## config.mk

```make
export PLATFORM = sky130hd
export DESIGN_NAME = game_sequencer
export DESIGN_NICKNAME = d
export VERILOG_FILES = /design/src/rtl/game_sequencer.sv
export SDC_FILE = /design/constraint.sdc
export NUM_CORES = 1
export LEC_CHECK = 0
export ABC_AREA = 0
export CORE_MARGIN = 5
export CORE_UTILIZATION = 54
export CTS_CLUSTER_DIAMETER = 200
export DETAILED_ROUTE_END_ITERATION = 8
export PLACE_DENSITY_LB_ADDON = 0.05
export SLEW_MARGIN = 20
export SYNTH_ARGS = -nofsm -noshare
export SYNTH_HDL_FRONTEND = slang
export SYNTH_SLANG_ARGS = --single-unit
```

## constraint.sdc

```tcl
create_clock -name clk -period 4.32 [get_ports clk]
set_input_delay 0.864 -clock clk [delete_from_list [all_inputs] [get_ports clk]]
set_output_delay 0.864 -clock clk [all_outputs]
set_load 0.01 [all_outputs]
```

## src/rtl/game_sequencer.sv

```systemverilog
`default_nettype none
//------------------------------------------------------------------------------
// Module      : game_sequencer
// Description : Top-level game FSM; sequences the timer bank and tracks
//               obstacle phase, lives and game-over status.
// Revision    : 1.0 - initial release
//------------------------------------------------------------------------------
module game_sequencer #(
    parameter int NUM_PHASES   = 4,
    parameter int LIVES        = 3,
    parameter int CLEAR_CYCLES = 2
) (
    input  logic       clk,
    input  logic       reset,
    input  logic       start,
    input  logic       collision,
    input  logic       runOver,
    input  logic       changeState,
    input  logic       startCycle,
    input  logic       recover,
    input  logic       explosionDone,
    input  logic       timeUp,
    output logic       CounterClear,
    output logic       CycleWaitCounterEn,
    output logic       ChangeStateCounterEn,
    output logic       ScoreInc,
    output logic       StartRecover,
    output logic [3:0] obstaclePhase,
    output logic [3:0] lives,
    output logic       playing,
    output logic       gameOver
);

    localparam int                c_CW         = (CLEAR_CYCLES > 1) ? $clog2(CLEAR_CYCLES) : 1;
    localparam logic [c_CW-1:0]   c_CLR_LAST   = c_CW'(CLEAR_CYCLES - 1);
    localparam logic [3:0]        c_LIVES      = 4'(LIVES);
    localparam logic [3:0]        c_LAST_PHASE = 4'(NUM_PHASES - 1);

    localparam logic [2:0] c_IDLE    = 3'd0;
    localparam logic [2:0] c_CLEAR   = 3'd1;
    localparam logic [2:0] c_WAIT    = 3'd2;
    localparam logic [2:0] c_STEP    = 3'd3;
    localparam logic [2:0] c_RECOVER = 3'd4;
    localparam logic [2:0] c_EXPLODE = 3'd5;
    localparam logic [2:0] c_OVER    = 3'd6;

    logic [2:0]      r_state;
    logic [c_CW-1:0] r_clr_cnt;
    logic            r_armed;
    logic            r_exp_first;
    logic            r_score;
    logic [3:0]      r_phase;
    logic [3:0]      r_lives;

    always_ff @(posedge clk or posedge reset) begin
        if (reset) begin
            r_state     <= c_IDLE;
            r_clr_cnt   <= '0;
            r_armed     <= 1'b0;
            r_exp_first <= 1'b0;
            r_score     <= 1'b0;
            r_phase     <= 4'd0;
            r_lives     <= c_LIVES;
        end else begin
            r_score <= 1'b0;
            case (r_state)
                c_IDLE, c_OVER: begin
                    if (start) begin
                        r_state   <= c_CLEAR;
                        r_clr_cnt <= '0;
                    end
                end
                c_CLEAR: begin
                    r_lives <= c_LIVES;
                    r_phase <= 4'd0;
                    r_armed <= 1'b0;
                    if (r_clr_cnt == c_CLR_LAST) r_state <= c_WAIT;
                    else r_clr_cnt <= r_clr_cnt + 1'b1;
                end
                c_WAIT, c_STEP: begin
                    if (timeUp) begin
                        r_state <= c_OVER;
                    end else if (collision) begin
                        if (r_lives <= 4'd1) begin
                            r_lives <= 4'd0;
                            r_state <= c_OVER;
                        end else begin
                            r_lives <= r_lives - 4'd1;
                            r_armed <= 1'b0;
                            r_state <= c_RECOVER;
                        end
                    end else if (runOver) begin
                        r_armed     <= 1'b0;
                        r_exp_first <= 1'b1;
                        r_state     <= c_EXPLODE;
                    end else if (r_state == c_WAIT) begin
                        // First expiry is the timer reload; the second one is real.
                        if (startCycle) begin
                            r_armed <= ~r_armed;
                            if (r_armed) r_state <= c_STEP;
                        end
                    end else if (changeState) begin
                        if (r_phase < c_LAST_PHASE) begin
                            r_phase <= r_phase + 4'd1;
                        end else begin
                            r_phase <= 4'd0;
                            r_score <= 1'b1;
                            r_armed <= 1'b0;
                            r_state <= c_WAIT;
                        end
                    end
                end
                c_RECOVER: begin
                    if (timeUp) begin
                        r_state <= c_OVER;
                    end else if (recover) begin
                        r_armed <= ~r_armed;
                        if (r_armed) begin
                            r_phase <= 4'd0;
                            r_state <= c_WAIT;
                        end
                    end
                end
                c_EXPLODE: begin
                    r_exp_first <= 1'b0;
                    if (timeUp) begin
                        r_state <= c_OVER;
                    end else if (!r_exp_first && explosionDone) begin
                        r_armed <= 1'b0;
                        r_state <= c_WAIT;
                    end
                end
                default: r_state <= c_IDLE;
            endcase
        end
    end

    assign CounterClear         = (r_state == c_IDLE) || (r_state == c_CLEAR) || (r_state == c_OVER);
    assign CycleWaitCounterEn   = (r_state == c_WAIT);
    assign ChangeStateCounterEn = (r_state == c_STEP);
    assign StartRecover         = (r_state == c_RECOVER);
    assign playing              = (r_state == c_WAIT) || (r_state == c_STEP);
    assign gameOver             = (r_state == c_OVER);
    assign ScoreInc             = r_score;
    assign obstaclePhase        = r_phase;
    assign lives                = r_lives;

endmodule
`default_nettype wire
```

==> out/qor.yml <==
dpl.hpwl_um: 2020
finalSetupViolCount: 0
dieArea_um2: 3160
start_kind: "flop"
syn_to_final_growth_pct: 22.1
synth_nets: 149
cts_sinks: 15
rr_startpoint: "r_state[2]"
clk_latency_ns: 0.29
num_io_pins: 25
setup_tns_ns: 0
r2r_setup_slack_ns: 1.67
power.density_nw_per_um2: 576
clkPwrFrac_pct: 10.0
netlist_instances: 133
arrival_ns: 2.22
vias: 1059
period_share_pct: 71.3
routedWlPerCell_um: 14.6
grt_use_total_pct: 18.1
nFillCells: 179
syn_area_um2: 1150
endpoint: "playing"
hold_class: "flop to flop"
cts-root-buf: "clkbuf_4"
ff_latch_area_um2: 378
cts-buffers-inserted: 3
die_h_um: 56.2
tritoncts: "yes"
cp.depth: 3
peakVddDrop_uv: 358
fmax_mhz: 325
vias_per_cell: 5.79
die-width_um: 56.2
slew_headroom_pct: 61.3
cp-end-kind: "output pin"
rows: 16
seqPwrFrac_pct: 32.0
ys_seq_area_share_pct: 32.7
diodes: 0
p_int_uw: 461
synth_cell_types: 49
htree_levels: 1
skew_ns: 0.00519
drive_gt1_share_pct: 10.9
comb_power_share_pct: 58.0
critPathTopFamily: "buffers and inverters"
power_uw: 812
ys_warn_count: 0
antenna_found_initial: 0
core_area_um2: 2000
clk_pin_slew_worst_paths_ns: 0.09
synth_ff_type: "dfrtp_1"
grt_max_degree: 20
ys_top_cells_by_area: "dfrtp_1 (28%), ha_1 (6.5%), a21oi_1 (5.2%), nor2_1 (4.9%), dfstp_2 (4.6%)"
switching_share_pct: 43.2
slew_violations: 0
grt-ovfl-total: 0
worst_slack_ns: 1.24
p_leak_uw: 0.000622
drtPass1Iterations: 4
r2r_end: "r_armed"
fin_util_pct: 70.4
multiInputGateArea_um2: 694
slowest_stage: "clkdlybuf4s50_1"
worstPathCellList: "inv_1 -> ha_1 -> clkdlybuf4s50_1"
cpPeakStageDelay_ns: 0.64
fin_nets: 173
syn_area_per_cell_um2: 8.68
cts_setup_buffers: 0
synth-edff-count: 0
cts_resized: 0
portBuffers: 24
cts_buffer_depth: 2
hold_viol: 0
maxCapViolations: 0
p_sw_uw: 351
start_util_pct: 57.7
worst_slew_pin_slew_ns: 0.580
yosys.area.top_type: "dfrtp_1"
routed_wl_um: 2670
gp_congestion: 0.925
grt_setup_unrepaired: "false"
crit_required_ns: 3.46
drcViolationCount: 0
pre_cts_slack_ns: 1.56
synth_commonest_cells: "nor2_1 (15), dfrtp_1 (13), a21oi_1 (12)"
cp-startpoint: "r_state[2]"
status: "finished, final reports clean"
drtIter0Drc: 18
post-route-min-period_ns: 3.08
yosysMostFrequentCell: "nor2_1"
ys_async_sr_fraction_pct: 100
synth_top_area_share_pct: 28.2
grt_pass1_vias: 983
r2r_cells: 7
worstSetupPathType: "flop to output pin"
ant_nets: 0
ys_ff_latch: 15
critPathBufInv: 2
hold_buffers: 0
crit_fanout: 17
grt_pass1_wl_um: 4480
routing by layer:
layer	routed length (µm)	GRT usage, %	vias to the layer above
li1	-	-	522
met5	0	0	-
met4	53	9.49	0
met3	139	4.18	5
met1	1180	23.1	498
met2	1300	28.0	34
stage by stage:
stage | instances | hold slack (ns) | area (µm²)
CTS | 183 | 0.484 | 1410
finish | 183 | 0.473 | 1410
detailed placement | 179 | 0.462 | 1380
floorplan | 133 | 0.442 | 1150
global route | 183 | 0.516 | 1410
global placement | 179 | 0.458 | 1380
layout make-up:
class,instances,area share (%)
repair buffers,24,17.0
flip-flops and latches,15,26.8
multi-input cells,103,49.2
well taps,27,2.40
clock buffers,4,1.86
inverters,10,2.66
cell usage in the layout, fill, tap and decap left out, types with 2 or more instances in the layout:
master and n:
nor4_1 2, clkbuf_4 3, inv_1 10, o21ai_1 2, nand3_1 3, nor3_1 4, mux2_2 2, dfstp_2 2
o21ai_0 6, and2_1 3, nor2_1 15, nor2b_1 4, and2b_1 2, ha_1 6, clkdlybuf4s50_1 24, nand2_1 7
o31ai_1 2, a21oi_1 12, dfrtp_1 13, mux2_1 4
worst min path at each step:
stage           startpoint           to  slack, ns  depth (start not counted)
2_1_floorplan  r_exp_first  r_exp_first       0.44                          1
6_report       r_exp_first  r_exp_first       0.47                          1
3_5_place_dp   r_exp_first  r_exp_first       0.46                          1
5_1_grt        r_exp_first  r_exp_first       0.52                          1
3_3_place_gp   r_exp_first  r_exp_first       0.46                          1
4_1_cts        r_exp_first  r_exp_first       0.48                          1
cell families (layout without fill, tap and decap cells):
group | count (synthesis) | count (layout) | synth area share (%)
flip-flops | 15 | 15 | 32.7
AO/OA/AOI/OAI | 36 | 36 | 20.8
buffers and inverters | 15 | 38 | 7.15
multiplexers | 7 | 7 | 6.72
AND/OR/NAND/NOR | 54 | 54 | 26.1
adder cells (fa/ha/maj) | 6 | 6 | 6.50
power groups by stage:
stage	clock [µW]	sequential (µW)	combinational [µW]
after detailed placement	0	262	472
final	81.4	259	471
after global routing	94.8	270	524
after CTS	87.0	259	475
after floorplan	0	226	387
after global placement	0	260	466
registers in the layout, indices dropped and copies added (netlist names):
name,count
ScoreInc,1
lives,4
obstaclePhase,4
r_armed,1
r_clr_cnt,1
r_exp_first,1
r_state,3
No activity file was read; power rests on OpenSTA's default activity.
